<file path="src/rtl/gray_stream_if.sv">
// Word stream bundle between a Gray-code source and gray_stream_monitor.
interface gray_stream_if;
  logic        i_vld;
  logic [7:0]  i_gray;
  logic        i_clr;
  logic        o_vld;
  logic [7:0]  o_bin;
  logic        o_step_err;
  logic        o_lock;
  logic        o_lost;
  logic [15:0] o_err_cnt;
  logic [15:0] o_word_cnt;

  modport master (
    output i_vld, i_gray, i_clr,
    input  o_vld, o_bin, o_step_err, o_lock, o_lost, o_err_cnt, o_word_cnt
  );

  modport slave (
    input  i_vld, i_gray, i_clr,
    output o_vld, o_bin, o_step_err, o_lock, o_lost, o_err_cnt, o_word_cnt
  );
endinterface

</file>
<file path="src/rtl/gray_stream_monitor.sv">
// Decodes a Gray-coded counter stream, checks for +1 steps and tracks lock
// with an IDLE/ACQ/LOCK state machine; all outputs are registered.
module gray_stream_monitor #(
  parameter int unsigned LOCK_LEN = 4,
  parameter int unsigned GAP_MAX  = 8
) (
  input  logic          clk,
  input  logic          rst_n,
  gray_stream_if.slave  bus
);

  typedef enum logic [1:0] {
    ST_IDLE = 2'd0,
    ST_ACQ  = 2'd1,
    ST_LOCK = 2'd2
  } state_t;

  localparam logic [3:0] LOCK_C = 4'(LOCK_LEN);
  localparam logic [7:0] GAP_C  = 8'(GAP_MAX);

  function automatic logic [7:0] gray2bin(input logic [7:0] g);
    logic [7:0] b;
    b[7] = g[7];
    for (int k = 6; k >= 0; k--) begin
      b[k] = b[k+1] ^ g[k];
    end
    return b;
  endfunction

  function automatic logic [15:0] sat_inc16(input logic [15:0] v);
    return (v == 16'hFFFF) ? v : v + 16'd1;
  endfunction

  state_t      state_r, state_nx;
  logic [3:0]  run_r, run_nx;
  logic [7:0]  gap_r, gap_nx;
  logic [7:0]  prev_r, prev_nx;
  logic        vld_r, vld_nx;
  logic [7:0]  bin_r, bin_nx;
  logic        step_err_r, step_err_nx;
  logic        lock_r, lock_nx;
  logic        lost_r, lost_nx;
  logic [15:0] err_cnt_r, err_cnt_nx;
  logic [15:0] word_cnt_r, word_cnt_nx;
  logic [7:0]  bin_s;
  logic        good_s;

  assign bin_s  = gray2bin(bus.i_gray);
  assign good_s = (bin_s == prev_r + 8'd1);

  // Register all state and outputs; reset is asynchronous and active-high.
  always_ff @(posedge clk or posedge rst_n) begin
    if (rst_n) begin
      state_r    <= ST_IDLE;
      run_r      <= 4'd0;
      gap_r      <= 8'd0;
      prev_r     <= 8'd0;
      vld_r      <= 1'b0;
      bin_r      <= 8'd0;
      step_err_r <= 1'b0;
      lock_r     <= 1'b0;
      lost_r     <= 1'b0;
      err_cnt_r  <= 16'd0;
      word_cnt_r <= 16'd0;
    end else begin
      state_r    <= state_nx;
      run_r      <= run_nx;
      gap_r      <= gap_nx;
      prev_r     <= prev_nx;
      vld_r      <= vld_nx;
      bin_r      <= bin_nx;
      step_err_r <= step_err_nx;
      lock_r     <= lock_nx;
      lost_r     <= lost_nx;
      err_cnt_r  <= err_cnt_nx;
      word_cnt_r <= word_cnt_nx;
    end
  end

  // Next-state and next-output logic; i_clr overrides any word or gap event.
  always_comb begin
    state_nx    = state_r;
    run_nx      = run_r;
    gap_nx      = gap_r;
    prev_nx     = prev_r;
    vld_nx      = 1'b0;
    bin_nx      = bin_r;
    step_err_nx = 1'b0;
    lost_nx     = 1'b0;
    err_cnt_nx  = err_cnt_r;
    word_cnt_nx = word_cnt_r;

    if (bus.i_clr) begin
      state_nx    = ST_IDLE;
      run_nx      = 4'd0;
      gap_nx      = 8'd0;
      bin_nx      = 8'd0;
      err_cnt_nx  = 16'd0;
      word_cnt_nx = 16'd0;
    end else if (bus.i_vld) begin
      gap_nx      = 8'd0;
      vld_nx      = 1'b1;
      bin_nx      = bin_s;
      prev_nx     = bin_s;
      word_cnt_nx = sat_inc16(word_cnt_r);
      case (state_r)
        ST_IDLE: begin
          run_nx   = 4'd0;
          state_nx = ST_ACQ;
        end
        ST_ACQ: begin
          if (good_s) begin
            run_nx = run_r + 4'd1;
            if (run_r + 4'd1 == LOCK_C) begin
              state_nx = ST_LOCK;
            end else begin
              state_nx = ST_ACQ;
            end
          end else begin
            run_nx      = 4'd0;
            step_err_nx = 1'b1;
            err_cnt_nx  = sat_inc16(err_cnt_r);
          end
        end
        ST_LOCK: begin
          if (good_s) begin
            state_nx = ST_LOCK;
          end else begin
            run_nx      = 4'd0;
            step_err_nx = 1'b1;
            lost_nx     = 1'b1;
            err_cnt_nx  = sat_inc16(err_cnt_r);
            state_nx    = ST_ACQ;
          end
        end
        default: begin
          run_nx   = 4'd0;
          state_nx = ST_IDLE;
        end
      endcase
    end else begin
      // Gap counter saturates so a long silence in IDLE cannot wrap.
      gap_nx = (gap_r == 8'hFF) ? gap_r : gap_r + 8'd1;
      if ((gap_nx >= GAP_C) && (state_r != ST_IDLE)) begin
        state_nx = ST_IDLE;
        run_nx   = 4'd0;
      end else begin
        state_nx = state_r;
      end
    end

    lock_nx = (state_nx == ST_LOCK);
  end

  assign bus.o_vld      = vld_r;
  assign bus.o_bin      = bin_r;
  assign bus.o_step_err = step_err_r;
  assign bus.o_lock     = lock_r;
  assign bus.o_lost     = lost_r;
  assign bus.o_err_cnt  = err_cnt_r;
  assign bus.o_word_cnt = word_cnt_r;

endmodule

</file>
<file path="src/flat_wrapper.sv">
// flat-port wrapper written by rule: the top's interface ports become plain ports
module gray_stream_monitor_flat 
#(
  parameter int unsigned LOCK_LEN = 4,
  parameter int unsigned GAP_MAX  = 8
)
  (clk, rst_n, bus_i_vld, bus_i_gray, bus_i_clr, bus_o_vld, bus_o_bin, bus_o_step_err, bus_o_lock, bus_o_lost, bus_o_err_cnt, bus_o_word_cnt);
  gray_stream_if bus_i ();
  input  logic clk;
  input  logic rst_n;
  input wire logic [$bits(bus_i.i_vld)-1:0] bus_i_vld;
  input wire logic [$bits(bus_i.i_gray)-1:0] bus_i_gray;
  input wire logic [$bits(bus_i.i_clr)-1:0] bus_i_clr;
  output wire logic [$bits(bus_i.o_vld)-1:0] bus_o_vld;
  output wire logic [$bits(bus_i.o_bin)-1:0] bus_o_bin;
  output wire logic [$bits(bus_i.o_step_err)-1:0] bus_o_step_err;
  output wire logic [$bits(bus_i.o_lock)-1:0] bus_o_lock;
  output wire logic [$bits(bus_i.o_lost)-1:0] bus_o_lost;
  output wire logic [$bits(bus_i.o_err_cnt)-1:0] bus_o_err_cnt;
  output wire logic [$bits(bus_i.o_word_cnt)-1:0] bus_o_word_cnt;
  assign bus_i.i_vld = bus_i_vld;
  assign bus_i.i_gray = bus_i_gray;
  assign bus_i.i_clr = bus_i_clr;
  assign bus_o_vld = bus_i.o_vld;
  assign bus_o_bin = bus_i.o_bin;
  assign bus_o_step_err = bus_i.o_step_err;
  assign bus_o_lock = bus_i.o_lock;
  assign bus_o_lost = bus_i.o_lost;
  assign bus_o_err_cnt = bus_i.o_err_cnt;
  assign bus_o_word_cnt = bus_i.o_word_cnt;
  gray_stream_monitor #(.LOCK_LEN(LOCK_LEN), .GAP_MAX(GAP_MAX)) u_core (.clk(clk), .rst_n(rst_n), .bus(bus_i));
endmodule
</file>
<file path="config.mk">
export PLATFORM = sky130hd
export DESIGN_NAME = gray_stream_monitor_flat
export DESIGN_NICKNAME = d
export VERILOG_FILES = /design/src/rtl/gray_stream_if.sv /design/src/rtl/gray_stream_monitor.sv /design/src/flat_wrapper.sv
export SDC_FILE = /design/constraint.sdc
export NUM_CORES = 1
export LEC_CHECK = 0
export BUFFER_PORTS_ARGS = -buffer_cell sky130_fd_sc_hd__buf_2
export CORE_UTILIZATION = 55
export CTS_CLUSTER_SIZE = 25
export DETAILED_ROUTE_END_ITERATION = 16
export GPL_ROUTABILITY_DRIVEN = 0
export PLACE_DENSITY_LB_ADDON = 0.25
export REMOVE_ABC_BUFFERS = 1
export SYNTH_ARGS = -nofsm -noshare
export SYNTH_HDL_FRONTEND = slang
export SYNTH_SLANG_ARGS = --single-unit
</file>
<file path="constraint.sdc">
create_clock -name clk -period 3.5 [get_ports clk]
set_clock_uncertainty 0.15 [all_clocks]
set_input_delay 0.35 -clock clk [delete_from_list [all_inputs] [get_ports clk]]
set_output_delay 0.35 -clock clk [all_outputs]
set_load 0.05 [all_outputs]
</file>
### After elaboration in Yosys (flattened, before gate mapping)

Index checks and enable logic that the tools add are counted.

* bits in registers: 66
* input port bits: 12
* output and inout port bits: 44

* add/sub/neg operators: 5
* magnitude comparators: 1
* equality and inequality tests: 12
* mux-type cells: 35
* bitwise operators: 8
* reductions and logical operators: 11

Operators by type and width (count)
* 2-to-1 mux 16 bit: 8
* 2-to-1 mux 8 bit: 5
* adder 16 x 1 -> 16 bit (second input constant): 2
* equality test 16 bit (second input constant): 2
* 2-to-1 mux 4 bit: 5
* adder 8 x 1 -> 8 bit (second input constant): 2
* 2-to-1 mux 2 bit: 6
* 2-to-1 mux 1 bit: 9
* equality test 8 bit: 1
* equality test 8 bit (second input constant): 1
* >= comparator 8 x 4 -> 1 bit (second input constant): 1
* case mux 4 bit (2 select lines): 1
* XOR 1 bit: 7
* != test 2 bit (second input constant): 3
* case mux 2 bit (3 select lines): 1
* AND reduction 2 bit: 3
* nonzero test 2 bit: 3
* adder 4 x 1 -> 4 bit (second input constant): 1
* equality test 2 bit (second input constant): 2
* equality test 4 x 3 -> 1 bit (second input constant): 1
* != test 4 bit (second input constant): 1
* AND reduction 4 bit: 1
* nonzero test 3 bit: 1
* equality test 2 x 1 -> 1 bit (second input constant): 1
* 4 further kinds: 4

### Depth between registers and ports, before layout

* word-level depth: 13
* depth in mapped cells: 11
* mapped depth without buffers: 9

### Worst setup path before layout

Ideal clock, no wire load.

* path kind: input to register
* from: input bus_i_gray[6]
* to: register u_core.err_cnt_r[8] (netlist: u_core.bus.o_err_cnt[8])
* arrival: 2.721 ns
* slack: 0.497 ns
* cell stages on the path: 9
* cells stage by stage: clkbuf_1 xnor3_2 xnor3_2 mux4_2 o2111a_2 buf_6 or4b_4 xor2_1 nor2_1

* word-level cells in the longest chain between the ends: 10

Ends and longest elaborated chain
* start, declared: line flat_wrapper.sv:12 `input wire logic [$bits(bus_i.i_gray)-1:0] bus_i_gray;`
* XOR 1 bit (*): line gray_stream_monitor.sv:25 `b[k] = b[k+1] ^ g[k];`
* XOR 1 bit (6 in series): line gray_stream_monitor.sv:25
* equality test 8 bit (*): line gray_stream_monitor.sv:49 `assign good_s = (bin_s == prev_r + 8'd1);`
* != test 2 bit (no line) (*)
* AND reduction 4 bit (no line) (*)
* end signal, assigned: line gray_stream_monitor.sv:75 `err_cnt_r <= err_cnt_nx;`
* end, declared: line gray_stream_monitor.sv:43 `logic [15:0] err_cnt_r, err_cnt_nx;`

Mark *: on every way between the ends. The rest lies on a longest branch, timed or not.
A chain may end at the register's enable or synchronous reset.

### Worst setup path after layout

* from: register u_core.prev_r[0]
* to: register u_core.err_cnt_r[10] (netlist: u_core.bus.o_err_cnt[10])

* word-level cells in the longest chain between the ends: 4

Ends and longest elaborated chain
* start, declared: line gray_stream_monitor.sv:37 `logic [7:0] prev_r, prev_nx;`
* start signal, assigned: line gray_stream_monitor.sv:69 `prev_r <= prev_nx;`
* adder 8 x 1 -> 8 bit: line gray_stream_monitor.sv:49
* equality test 8 bit: line gray_stream_monitor.sv:49
* != test 2 bit (no line)
* AND reduction 4 bit (no line)

No other way between the ends.

==> reports/metrics.cfg <==
[clock_tree]
clock_sinks=66
cts_root_buffer=clkbuf_8
cts_resized=0
clk_latency_ns=0.34
cts_setup_buffers=0
cts_buffer_depth=2
numCtsBuffers=9
path_clk_slew_ns=0.07
htreeDepth=3
cts_hold_buf=1
cts_tree=done

[timing]
worstMarginPinSlew_ns=0.598
drv_slew=0
rsz0062_at_grt=false
period_needed_ns=2.91
setup_viol=0
period_share=0.832
fmax_mhz=344
setup_tns_ns=0
final_hold_viol_count=0
relSlewSlack=0.601
fin_ws_ns=0.589

[drt]
drtIter0Drc=77
vias_per_cell=5.60
ant_nets=0
drc=0
wl_per_cell_um=14.2
drt_pass1_iterations=4
num_vias=2861
routed_wl_mm=7.24

[synthesis]
yosys.area.top_type=dfrtp_1
synthArstFlopShare=1.00
yosysMostFrequentCell=dfrtp_1
syn_area_um2=3620
ys_top_cells_by_count=dfrtp_1, nor2_1, nand2_1
synthAdderAreaFrac=0.0311
synth-edff-count=0
yosysWarnings=0
avgSynthCellArea_um2=9.74
synth_xor_area_frac=0.116
netlist.area_leader.share=0.456
synthMuxAreaShare=0.0290
synth_top_family_by_area=simple AND/OR/NAND/NOR gates
synth_cell_type_count=53
synth_area_leaders=dfrtp_1, xnor2_1, nor2_1
syn_inst=372
synth-seq-cells=66
yosysSeqAreaShare=0.456
synthSimpleGateAreaFrac=0.239
synth-main-ff-cell=dfrtp_1
synth_compound_area_frac=0.0984

[worst_setup_path]
critPathRequiredTime_ns=3.61
arrival_ns=3.03
cp_max_fo=15
cp_slowest_cell=or4_1
crit_chain=ha_1 > nand3_1 > xnor2_1 > and4_1 > o211a_1 > o2111a_2 > nand3b_2 > or4_1 > a21oi_1
end_kind=flop
start_kind=flop
startpoint=u_core.prev_r[0]
path_class=flop to flop
r2r-start=u_core.prev_r[0]
max_stage_delay_ns=0.45

[pwr]
p_per_area_nw_per_um2=434
p_leak_nw=1.99
power_mw=1.80
ir_drop_mv=0.289

[layout]
final_cell_count_no_fill=511
syn_to_final_growth_pct=14.8
n_fill_cell=528
postLayoutCoreUtil=0.655
drive_gt1_frac=0.210
antenna_cells=0
nets=450

[placement]
dp_slack_ns=0.266
dp_hpwl_mm=5.12
place_inst=494
port_buffers=55

[die]
ios=56
initial_core_util=0.570
coreArea_um2=6350
dieArea_um2=6910
fp.dieH_um=83.2
row_count=29
fp.dieW_um=83.2

[worst_hold_path]
hp-start=bus_i_gray[7]
hp-class=input pin to flop

[grt]
grt.overflow.total=0
grt_pass1_wl_mm=12.4
grt_antenna_before_repair=0
grt_pass1_vias=2724
grt_max_degree=42
grt_usage=0.221

[run_status]
status=finished, final reports clean

[flow_run]
maxCapViolCount=0

==> power by group <==
part / internal (mW) / total [mW] / leakage, nW / switching (mW)
Combinational: 0.124 / 0.324 / 0.999 / 0.200
Clock: 0.333 / 0.642 / 0.0962 / 0.309
Sequential: 0.800 / 0.839 / 0.897 / 0.0387
==> cell type report <==
cell class | count | area, µm² | area share
Clock buffer | 9 | 124 | 0.0298
Clock inverter | 7 | 76.3 | 0.0184
Inverter | 9 | 33.8 | 0.00812
Multi-Input combinational cell | 283 | 1860 | 0.448
Sequential cell | 66 | 1650 | 0.397
Tap cell | 77 | 96.3 | 0.0232
Timing Repair Buffer | 60 | 315 | 0.0758
==> path summary, 6_finish.rpt <==
check,endpoint,slack (ns),cells past startpoint
max reg2reg,u_core.bus.o_err_cnt[10],0.59,9
min in group asynchronous,u_core.bus.o_err_cnt[13],0.46,3
min reg2reg,u_core.bus.o_bin[5],0.32,1
max in group asynchronous,u_core.bus.o_bin[5],2.00,4
max,u_core.bus.o_err_cnt[10],0.59,9
min,u_core.prev_r[7],0.16,3
==> per-layer routing <==
layer	wire length, µm	track usage
met4	79	0.0674
met2	3450	0.373
met5	0	0
met3	255	0.0487
met1	3460	0.286
==> flip-flops by register name (all words and copies together) (netlist names) <==
name / count
u_core.bus.o_lost: 1
u_core.bus.o_vld: 1
u_core.prev_r: 8
u_core.bus.o_bin: 8
u_core.bus.o_word_cnt: 16
u_core.run_r: 4
u_core.bus.o_step_err: 1
u_core.gap_r: 8
u_core.bus.o_err_cnt: 16
u_core.bus.o_lock: 1
u_core.state_r: 2
==> metrics by stage <==
| stage | hold slack (ns) | instance area (µm²) |
|---|---|---|
| 5_1_grt | 0.184 | 4160 |
| 2_1_floorplan | 0.263 | 3550 |
| 4_1_cts | 0.139 | 4160 |
| 3_3_place_gp | 0.292 | 3950 |
| 6_report | 0.155 | 4160 |
| 3_5_place_dp | 0.294 | 3950 |
==> logic make-up after synthesis <==
family	Yosys count
AND/OR/NAND/NOR	170
flip-flops	66
AO/OA/AOI/OAI	53
XOR/XNOR	42
buffers and inverters	23
multiplexers	9
adder cells (fa/ha/maj)	9
==> layout by cell type (no fill, tap or decap), types with 5 or more instances in the layout <==
cell | Yosys | layout
a211oi_1 | 5 | 5
a21oi_1 | 9 | 9
a31oi_1 | 6 | 6
and2_1 | 5 | 5
and3_1 | 6 | 6
and4_1 | 6 | 6
buf_2 | 0 | 55
clkbuf_8 | 0 | 9
dfrtp_1 | 66 | 66
ha_1 | 9 | 9
inv_1 | 8 | 7
mux2i_1 | 6 | 6
nand2_1 | 37 | 37
nand3_1 | 17 | 17
nand4_1 | 7 | 7
nor2_1 | 48 | 48
nor2b_1 | 5 | 5
nor3_1 | 12 | 12
nor4_1 | 6 | 6
o21ai_0 | 13 | 13
xnor2_1 | 23 | 23
xor2_1 | 15 | 15
==> worst max-delay path: cells and delay by family, from the launching register on <==
kind                       cells  cell delay, ns
adders and majority gates      1            0.22
and+or+nand+nor                4            1.15
xor gates and xnor gates       1            0.19
DFF                            1            0.41
AOI/OAI and AO/OA              3            0.73
Power figures use the tool's default switching activity.
